**config.mk**
```make
export PLATFORM = sky130hd
export DESIGN_NAME = serial_tx_flat
export DESIGN_NICKNAME = d
export VERILOG_FILES = /design/src/rtl/serial_pkg.sv /design/src/rtl/serial_tx_if.sv /design/src/rtl/serial_tx_bit_timer.sv /design/src/rtl/serial_tx.sv /design/src/flat_wrapper.sv
export SDC_FILE = /design/constraint.sdc
export NUM_CORES = 1
export LEC_CHECK = 0
export CORE_MARGIN = 10
export CORE_UTILIZATION = 45
export DETAILED_ROUTE_END_ITERATION = 12
export PLACE_DENSITY = 0.73
export SLEW_MARGIN = 20
export SYNTH_ARGS = -nofsm -noshare
export SYNTH_HDL_FRONTEND = slang
export SYNTH_HIERARCHICAL = 1
export SYNTH_SLANG_ARGS = --single-unit
```
**constraint.sdc**
```tcl
create_clock -name clk -period 1.8 [get_ports clk]
set_clock_uncertainty 0.05 [all_clocks]
set_input_delay 0.45 -clock clk [delete_from_list [all_inputs] [get_ports clk]]
set_output_delay 0.45 -clock clk [all_outputs]
set_load 0.01 [all_outputs]
```
**src/rtl/serial_pkg.sv**
```systemverilog
// Shared line-level constants and state encoding for the serial link.
// The future matching receiver uses the same definitions.
package serial_pkg;

  typedef enum logic [1:0] {
    IDLE  = 2'd0,
    START = 2'd1,
    DATA  = 2'd2,
    STOP  = 2'd3
  } state_t;

  localparam logic IDLE_LVL  = 1'b1;
  localparam logic START_LVL = 1'b0;
  localparam logic STOP_LVL  = 1'b1;

  // Counter/index width that stays at least one bit wide for n == 1.
  function automatic int cnt_width(input int n);
    return (n > 1) ? $clog2(n) : 1;
  endfunction

endpackage

```
**src/rtl/serial_tx_if.sv**
```systemverilog
// Load handshake and serial-line bundle between a word producer and serial_tx.
interface serial_tx_if #(
  parameter int WIDTH = 8
);
  logic [WIDTH-1:0] din;
  logic             load_valid;
  logic             load_ready;
  logic             tx_out;
  logic             busy;
  logic             done;

  modport master (
    output din, load_valid,
    input  load_ready, tx_out, busy, done
  );

  modport slave (
    input  din, load_valid,
    output load_ready, tx_out, busy, done
  );
endinterface

```
**src/rtl/serial_tx_bit_timer.sv**
```systemverilog
// Bit-period timer: counts 0..CLKS_PER_BIT-1 and flags the last cycle of each bit.
module bit_timer
  import serial_pkg::*;
#(
  parameter int CLKS_PER_BIT = 4
) (
  input  logic clk,
  input  logic clear,
  input  logic restart,
  output logic tick
);

  localparam int               CNT_W = cnt_width(CLKS_PER_BIT);
  localparam logic [CNT_W-1:0] LAST  = CNT_W'(CLKS_PER_BIT - 1);

  logic [CNT_W-1:0] cnt;

  always_ff @(posedge clk) begin
    if (clear || restart || cnt == LAST) cnt <= '0;
    else                                 cnt <= cnt + CNT_W'(1);
  end

  assign tick = (cnt == LAST);

endmodule

```
**src/rtl/serial_tx.sv**
```systemverilog
// Parallel-in serial-out frame transmitter: start bit, WIDTH data bits LSB first,
// stop bit, each held CLKS_PER_BIT clocks. All outputs are registered.
module serial_tx
  import serial_pkg::*;
#(
  parameter int WIDTH        = 8,
  parameter int CLKS_PER_BIT = 4
) (
  input logic        clk,
  input logic        clear,
  serial_tx_if.slave bus
);

  localparam int               IDX_W    = cnt_width(WIDTH);
  localparam logic [IDX_W-1:0] LAST_IDX = IDX_W'(WIDTH - 1);

  state_t           state, state_nxt;
  logic [WIDTH-1:0] shift, shift_nxt;
  logic [IDX_W-1:0] idx, idx_nxt;
  logic             tx, tx_nxt;
  logic             busy, busy_nxt;
  logic             ready, ready_nxt;
  logic             done, done_nxt;
  logic             tick;

  // Timer is held at zero while idle so the start bit gets a full period.
  bit_timer #(.CLKS_PER_BIT(CLKS_PER_BIT)) u_timer (
    .clk     (clk),
    .clear   (clear),
    .restart (state == IDLE),
    .tick    (tick)
  );

  always_ff @(posedge clk) begin
    if (clear) begin
      state <= IDLE;
      shift <= '0;
      idx   <= '0;
      tx    <= IDLE_LVL;
      busy  <= 1'b0;
      ready <= 1'b1;
      done  <= 1'b0;
    end else begin
      state <= state_nxt;
      shift <= shift_nxt;
      idx   <= idx_nxt;
      tx    <= tx_nxt;
      busy  <= busy_nxt;
      ready <= ready_nxt;
      done  <= done_nxt;
    end
  end

  always_comb begin
    state_nxt = state;
    shift_nxt = shift;
    idx_nxt   = idx;
    tx_nxt    = tx;
    busy_nxt  = busy;
    ready_nxt = ready;
    done_nxt  = 1'b0;
    unique case (state)
      IDLE: begin
        if (bus.load_valid && ready) begin
          shift_nxt = bus.din;
          idx_nxt   = '0;
          state_nxt = START;
          tx_nxt    = START_LVL;
          busy_nxt  = 1'b1;
          ready_nxt = 1'b0;
        end
      end
      START: begin
        if (tick) begin
          state_nxt = DATA;
          tx_nxt    = shift[0];
        end
      end
      DATA: begin
        if (tick) begin
          if (idx == LAST_IDX) begin
            state_nxt = STOP;
            tx_nxt    = STOP_LVL;
          end else begin
            // Next line level comes from the already-shifted register.
            shift_nxt = shift >> 1;
            idx_nxt   = idx + IDX_W'(1);
            tx_nxt    = shift_nxt[0];
          end
        end
      end
      STOP: begin
        if (tick) begin
          state_nxt = IDLE;
          tx_nxt    = IDLE_LVL;
          busy_nxt  = 1'b0;
          ready_nxt = 1'b1;
          done_nxt  = 1'b1;
        end
      end
    endcase
  end

  assign bus.tx_out     = tx;
  assign bus.busy       = busy;
  assign bus.load_ready = ready;
  assign bus.done       = done;

endmodule

```
**src/flat_wrapper.sv**
```systemverilog
// flat-port wrapper written by rule: the top's interface ports become plain ports
module serial_tx_flat import serial_pkg::*;
#(
  parameter int WIDTH        = 8,
  parameter int CLKS_PER_BIT = 4
)
  (clk, clear, bus_din, bus_load_valid, bus_load_ready, bus_tx_out, bus_busy, bus_done);
  serial_tx_if #(.WIDTH(WIDTH)) bus_i ();
  input logic clk;
  input logic clear;
  input wire logic [$bits(bus_i.din)-1:0] bus_din;
  input wire logic [$bits(bus_i.load_valid)-1:0] bus_load_valid;
  output wire logic [$bits(bus_i.load_ready)-1:0] bus_load_ready;
  output wire logic [$bits(bus_i.tx_out)-1:0] bus_tx_out;
  output wire logic [$bits(bus_i.busy)-1:0] bus_busy;
  output wire logic [$bits(bus_i.done)-1:0] bus_done;
  assign bus_i.din = bus_din;
  assign bus_i.load_valid = bus_load_valid;
  assign bus_load_ready = bus_i.load_ready;
  assign bus_tx_out = bus_i.tx_out;
  assign bus_busy = bus_i.busy;
  assign bus_done = bus_i.done;
  serial_tx #(.WIDTH(WIDTH), .CLKS_PER_BIT(CLKS_PER_BIT)) u_core (.clk(clk), .clear(clear), .bus(bus_i));
endmodule
```
==> impl_results.md, run 1 <==
* Status: finished, final reports clean
* Final setup viols at 0
* Max-slew violation count at 0
* Drt first pass iters at 3
* Height of the die at 65.4 um
* Largest stage delay on the critical path at 0.54 ns
* Rows at 16
* M1 WL at 829 um
* Unrepaired setup endpoints after global routing: false
* Placed insts at between 100 and 150
* Share of cells above drive strength 1 at 0.164
* Global Route Usage Sum at 0.0860
* Core area at 0.00196 mm2
* Area grow syn2layout at 24.6%
* CP Max Fanout at 5
* Number of buffers created by CTS at 3
* Maximum root-to-sink buffer count at 2
* Final wirelength at 1760 um
* Final Hold Vio Count at 0
* #FFs+latches synth at 19
* Worst EP arrival at 1.20 ns
* Multi-input gate area at 514 um2
* H-Tree Depth at 1
* Post-Syn Area at 927 um2
* Leak pwr at 0.449 nW
* WP buf/inv at 1
* Min-Delay Path Class: flip-flop to flip-flop
* Initial Util at 0.473
* CP startpoint kind: flip-flop
* Maximum clock rate at 587 MHz
* Max-Cap Viols at 0
* Seq/Total Area, Yosys at 0.410
* Final ANT Viol Nets at 0
* Clock tree from TritonCTS: built
* First-pass GRT wire length at 3040 um
* Vias per inst at 5.15
* Layout fillers at approximately 200
* Relative slew slack at 0.759
* DIE AREA at 0.00428 mm2
* Tmin final at roughly 1.7 ns
* Largest net degree at the start of global routing at 20
* CP delay by family, top: buffers and inverters
* Wire per inst at approximately 12 um
* CP Class: flip-flop to primary output
* Cell with the largest stage delay on the worst path: clkdlybuf4s50_1
* Worst Path Required at roughly 1.3 ns
* Diodes inserted at 0
* Die width at 65.4 um
* Distinct cell type count after synthesis at 28
* PortBufs at 14
* CTS sink cnt at 19
* Top sig layer: met4
* DR iter-0 viols at 11
* Met3 routed WL at 88 um
* VDD IR max at 0.631 mV
* Total global routing overflow at 0
* FF/Latch Area at approximately 380 um2
* Setup ws final at just under 0.1 ns
* Routed wire length on met2 at just over 800 um
* Initial antenna violation count at 0
* Clock Tree Root: clkbuf_4
* Vias in the first global route at 710
* Crit-path cells: clkdlybuf4s50_1
* Final Non-Filler Cells at 143
* Crit share post-route at 0.946
* Mapped Cells at 96
* Commonest non-fill, non-tap cell in the layout: dfxtp_1
* Most frequent cells in the layout: 17 x dfxtp_1, 14 x clkdlybuf4s50_1, 12 x nor2_1, 8 x a211oi_1, 8 x mux2i_1
* RePlAce Congestion at roughly 0.81
* Synth Area per Inst at 9.66 um2
* DR DRC count at 0
* Fin nets at 136
* Worst Setup End Kind: primary output
* Slew @ Worst Pin at 0.357 ns
* Via count at 737
* Clock Pin Slew Worst Setup and Hold Paths at ~0.11 ns
* Post-detail-place hpwl at around 1400 um
* Dpl ws at -0.0706 ns
* Worst R2R Setup Slack at 0.12 ns
* Top Ports at 15
* Pwr/cell area at 1390 mW/mm2
* Clock latency on the worst-skew pair at 0.29 ns
* Warnings from Yosys at 6
* Synth Net Count at 115
-- worst paths after layout --
path / cells after the start / endpoint / start
min: 1 / u_core/u_timer/cnt[0]$_SDFF_PP0_ / u_core/u_timer/cnt[0]$_SDFF_PP0_
max: 1 / bus_load_ready / u_core/bus.load_ready$_SDFFE_PP1P_
max reg2reg: 6 / u_core/bus.tx_out$_SDFFE_PP1P_ / u_core/state[0]$_SDFFE_PP0P_
min reg2reg: 1 / u_core/u_timer/cnt[0]$_SDFF_PP0_ / u_core/u_timer/cnt[0]$_SDFF_PP0_
-- layer usage --
| metal | GRT usage | vias up |
|---|---|---|
| met3 | 0.0288 | 4 |
| met1 | 0.0958 | 331 |
| met5 | 0 | - |
| met4 | 0.0401 | 0 |
| met2 | 0.144 | 15 |
| li1 | - | 387 |
-- cells by family after synthesis --
family | synth area share
compound gates | 0.201
buf+inv | 0.0378
flops | 0.410
mux | 0.0864
fa+ha+maj | 0.108
simple gates | 0.157
-- area by class of cell --
| type | instances | area share |
|---|---|---|
| clock buffers | 3 | 0.0195 |
| clock inverters | 1 | 0.00433 |
| inverters | 3 | 0.00975 |
| multi-input cells | 70 | 0.445 |
| flip-flops and latches | 19 | 0.332 |
| well taps | 27 | 0.0293 |
| repair buffers | 20 | 0.160 |
-- sequential cells by signal, summed over array words and instances (netlist names) --
name / count
u_core/shift: 8
u_core/idx: 3
u_core/state: 2
u_core/u_timer/cnt: 2
u_core/bus.busy: 1
u_core/bus.done: 1
u_core/bus.load_ready: 1
u_core/bus.tx_out: 1
-- where the power goes --
| part | internal (mW) | total, mW | switching, mW |
|---|---|---|---|
| registers | 0.537 | 0.608 | 0.0709 |
| clock network | 0.0826 | 0.210 | 0.127 |
| logic | 0.375 | 0.791 | 0.416 |
| total | 0.995 | 1.61 | 0.613 |
-- metrics by stage --
stage / area [um2] / utilization / TNS [ns] / power, mW / hold slack (ns)
finish: 1150 / 0.589 / 0 / 1.61 / 0.400
CTS: 1150 / 0.586 / 0 / 1.62 / 0.405
floorplan: 927 / - / 0 / 1.22 / 0.359
global placement: 1120 / 0.572 / 0 / 1.38 / 0.369
detailed placement: 1120 / 0.572 / -0.0706 / 1.41 / 0.388
global route: 1150 / 0.589 / 0 / 1.74 / 0.430
-- what timing repair did --
item / in CTS / in global routing
setup endpoints to repair: 0 / 9
hold buffers: 0 / 0
endpoints found under the hold margin: 0 / 0
gates resized for setup: 0 / 4
buffers inserted: 0 / 0
-- cell usage after synthesis --
cell      count  area share
clkbuf_1      2      0.0081
a32oi_1       1      0.0094
nor4_2        1       0.013
dfxtp_1      19        0.41
and3b_1       1      0.0094
ha_1          8        0.11
nand3_1       2       0.011
a211o_1       1      0.0094
a21oi_1       7       0.038
buf_6         1       0.012
o21ai_0       3       0.016
or3_1         1      0.0068
inv_1         3       0.012
nor4b_2       1       0.016
buf_2         1      0.0054
a31oi_1       1      0.0068
nor2_1       12       0.049
a211oi_1      8       0.065
nand2b_1      1      0.0068
nor2b_2       1      0.0094
nor3_1        2       0.011
o21a_4        1       0.016
o21bai_1      1      0.0081
o211ai_1      1      0.0081
mux2i_1       8       0.086
a21bo_2       1       0.011
nand2_1       6       0.024
a211oi_2      1       0.013
(Power assumes the default switching activity.)
==> run 2: changes to the inputs <==
CORE_UTILIZATION = 51   (was 45)
PLACE_DENSITY = 0.81   (was 0.73)
SKIP_LAST_GASP = 1   (was not set)
==> impl_results.md, run 2 (synthesis gave the netlist of run 1 again) <==
* Total global routing overflow at 0
* Unrepaired setup endpoints after global routing: false
* Clock Tree Root: clkbuf_4
* First-pass GRT wire length at 3190 um
* Largest net degree at the start of global routing at 20
* RePlAce Congestion at 0.775
* Tmin final at 1.72 ns
* H-Tree Depth at 1
* DR iter-0 viols at 11
* Clock latency on the worst-skew pair at 0.30 ns
* CP delay by family, top: buffers and inverters
* Layout fillers at 156
* Final core occ at 0.673
* WP buf/inv at 1
* Pwr/cell area at 1440 mW/mm2
* Final wirelength at 1900 um
* Final ANT Viol Nets at 0
* Crit share post-route at 0.953
* Rows at 15
* Maximum root-to-sink buffer count at 2
* Die width at around 63 um
* Max reg flops at 8
* Share of cells above drive strength 1 at 0.171
* Height of the die at approximately 63 um
* Post-detail-place hpwl at 1400 um
* FF/Latch Area at approximately 380 um2
* DR DRC count at 0
* PortBufs at 14
* Dpl ws at -0.0387 ns
* Drt first pass iters at 4
* Fin nets at 137
* Diodes inserted at 0
* Vias per inst at 5.49
* Leak pwr at 0.450 nW
* Largest stage delay on the critical path at between 0.5 and 0.6 ns
* Final Hold Vio Count at 0
* Max-slew violation count at 0
* Min-Delay Path Class: flip-flop to flip-flop
* Relative slew slack at 0.746
* Status: finished, final reports clean
* Setup ws final at 0.0845 ns
* Worst Setup End Kind: primary output
* Vias in the first global route at 769
* Clock Pin Slew Worst Setup and Hold Paths at ~0.11 ns
* Via count at between 700 and 800
* Core area at 0.00173 mm2
* Clock tree from TritonCTS: built
* Global Route Usage Sum at 0.0957
* Largest regs: u_core/shift (8), u_core/idx (3)
* Cell area after layout at 0.00116 mm2
* CP Max Fanout at 5
* Commonest non-fill, non-tap cell in the layout: dfxtp_1
* Slew @ Worst Pin at 0.377 ns
* Crit-path cells: clkdlybuf4s50_1
* Wire per inst at 13.4 um
* VDD IR max at just over 0.8 mV
* Max-Cap Viols at 0
* Most flops, register: u_core/shift
* Initial antenna violation count at 0
* CP Class: flip-flop to primary output
* CTS sink cnt at 19
* Most frequent cells in the layout: 18 x dfxtp_1, 14 x clkdlybuf4s50_1, 12 x nor2_1, 8 x a211oi_1, 8 x mux2i_1
* Multi-input gate area at 526 um2
* Maximum clock rate at 583 MHz
* Initial Util at 0.537
* Fin Hold WS at 0.391 ns
* DIE AREA at 0.00392 mm2
* Worst EP arrival at 1.22 ns
* Area grow syn2layout at 25.4%
* Top Ports at 15
* Final setup viols at 0
* Cell with the largest stage delay on the worst path: clkdlybuf4s50_1
* Worst Path Required at ~1.3 ns
* Area after DPL at ~0.0011 mm2
* CP startpoint kind: flip-flop
* Number of buffers created by CTS at 3
## run 2: cell count changes in the layout (fill, tap and decap cells not counted)
cell     change
dfxtp_1      +1
ha_1         -1
dfxtp_2      -1
o21a_2       +1
ha_2         +1
## run 2: final timing paths
check                                startpoint                               end  slack [ns]  cells past startpoint
max          u_core/bus.load_ready$_SDFFE_PP1P_                    bus_load_ready        0.08                      1
max reg2reg        u_core/state[0]$_SDFFE_PP0P_    u_core/bus.tx_out$_SDFFE_PP1P_        0.09                      6
min reg2reg    u_core/u_timer/cnt[0]$_SDFF_PP0_  u_core/u_timer/cnt[0]$_SDFF_PP0_        0.39                      1
min            u_core/u_timer/cnt[0]$_SDFF_PP0_  u_core/u_timer/cnt[0]$_SDFF_PP0_        0.39                      1
## run 2: what timing repair did
item / 4_1_cts / 5_1_grt
hold buffers: 0 / 0
endpoints found under the setup margin: 0 / 14
setup buffers: 0 / 1
gates resized for setup: 0 / 4
## run 2: area by class of cell
| cell class | count | area share |
|---|---|---|
| flip-flops and latches | 19 | 0.328 |
| repair buffers | 20 | 0.159 |
| well taps | 25 | 0.0269 |
| multi-input cells | 71 | 0.452 |
| inverters | 3 | 0.00969 |
| clock inverters | 1 | 0.00431 |
| clock buffers | 3 | 0.0194 |
## run 2: report_power, final
group / total [mW] / switching, mW / internal, mW
logic: 0.857 / 0.453 / 0.404
clock network: 0.214 / 0.132 / 0.0827
registers: 0.608 / 0.0725 / 0.535
total: 1.68 / 0.657 / 1.02
## run 2: layer usage
metal  vias up  wire length, um  track usage  share of wire
met4         0               13       0.0419         0.0068
met2        24              921        0.173           0.48
li1        389                -            -              -
met5         -                0            0              0
met3         4              105       0.0305          0.055
met1       362              864       0.0979           0.45
## run 2: through the flow
| stage | TNS, ns | std cells | total power [mW] |
|---|---|---|---|
| finish | 0 | 142 | 1.68 |
| global route | 0 | 142 | 1.82 |
| CTS | 0 | 140 | 1.62 |
| detailed placement | -0.0712 | 136 | 1.40 |
| global placement | 0 | 136 | 1.36 |
| floorplan | 0 | 96 | 1.22 |
==> run 3: changes to the inputs <==
CAP_MARGIN = 20   (was not set)
==> results of run 3 <==
No change in the layout: final DEF, timing and power equal those of run 2.
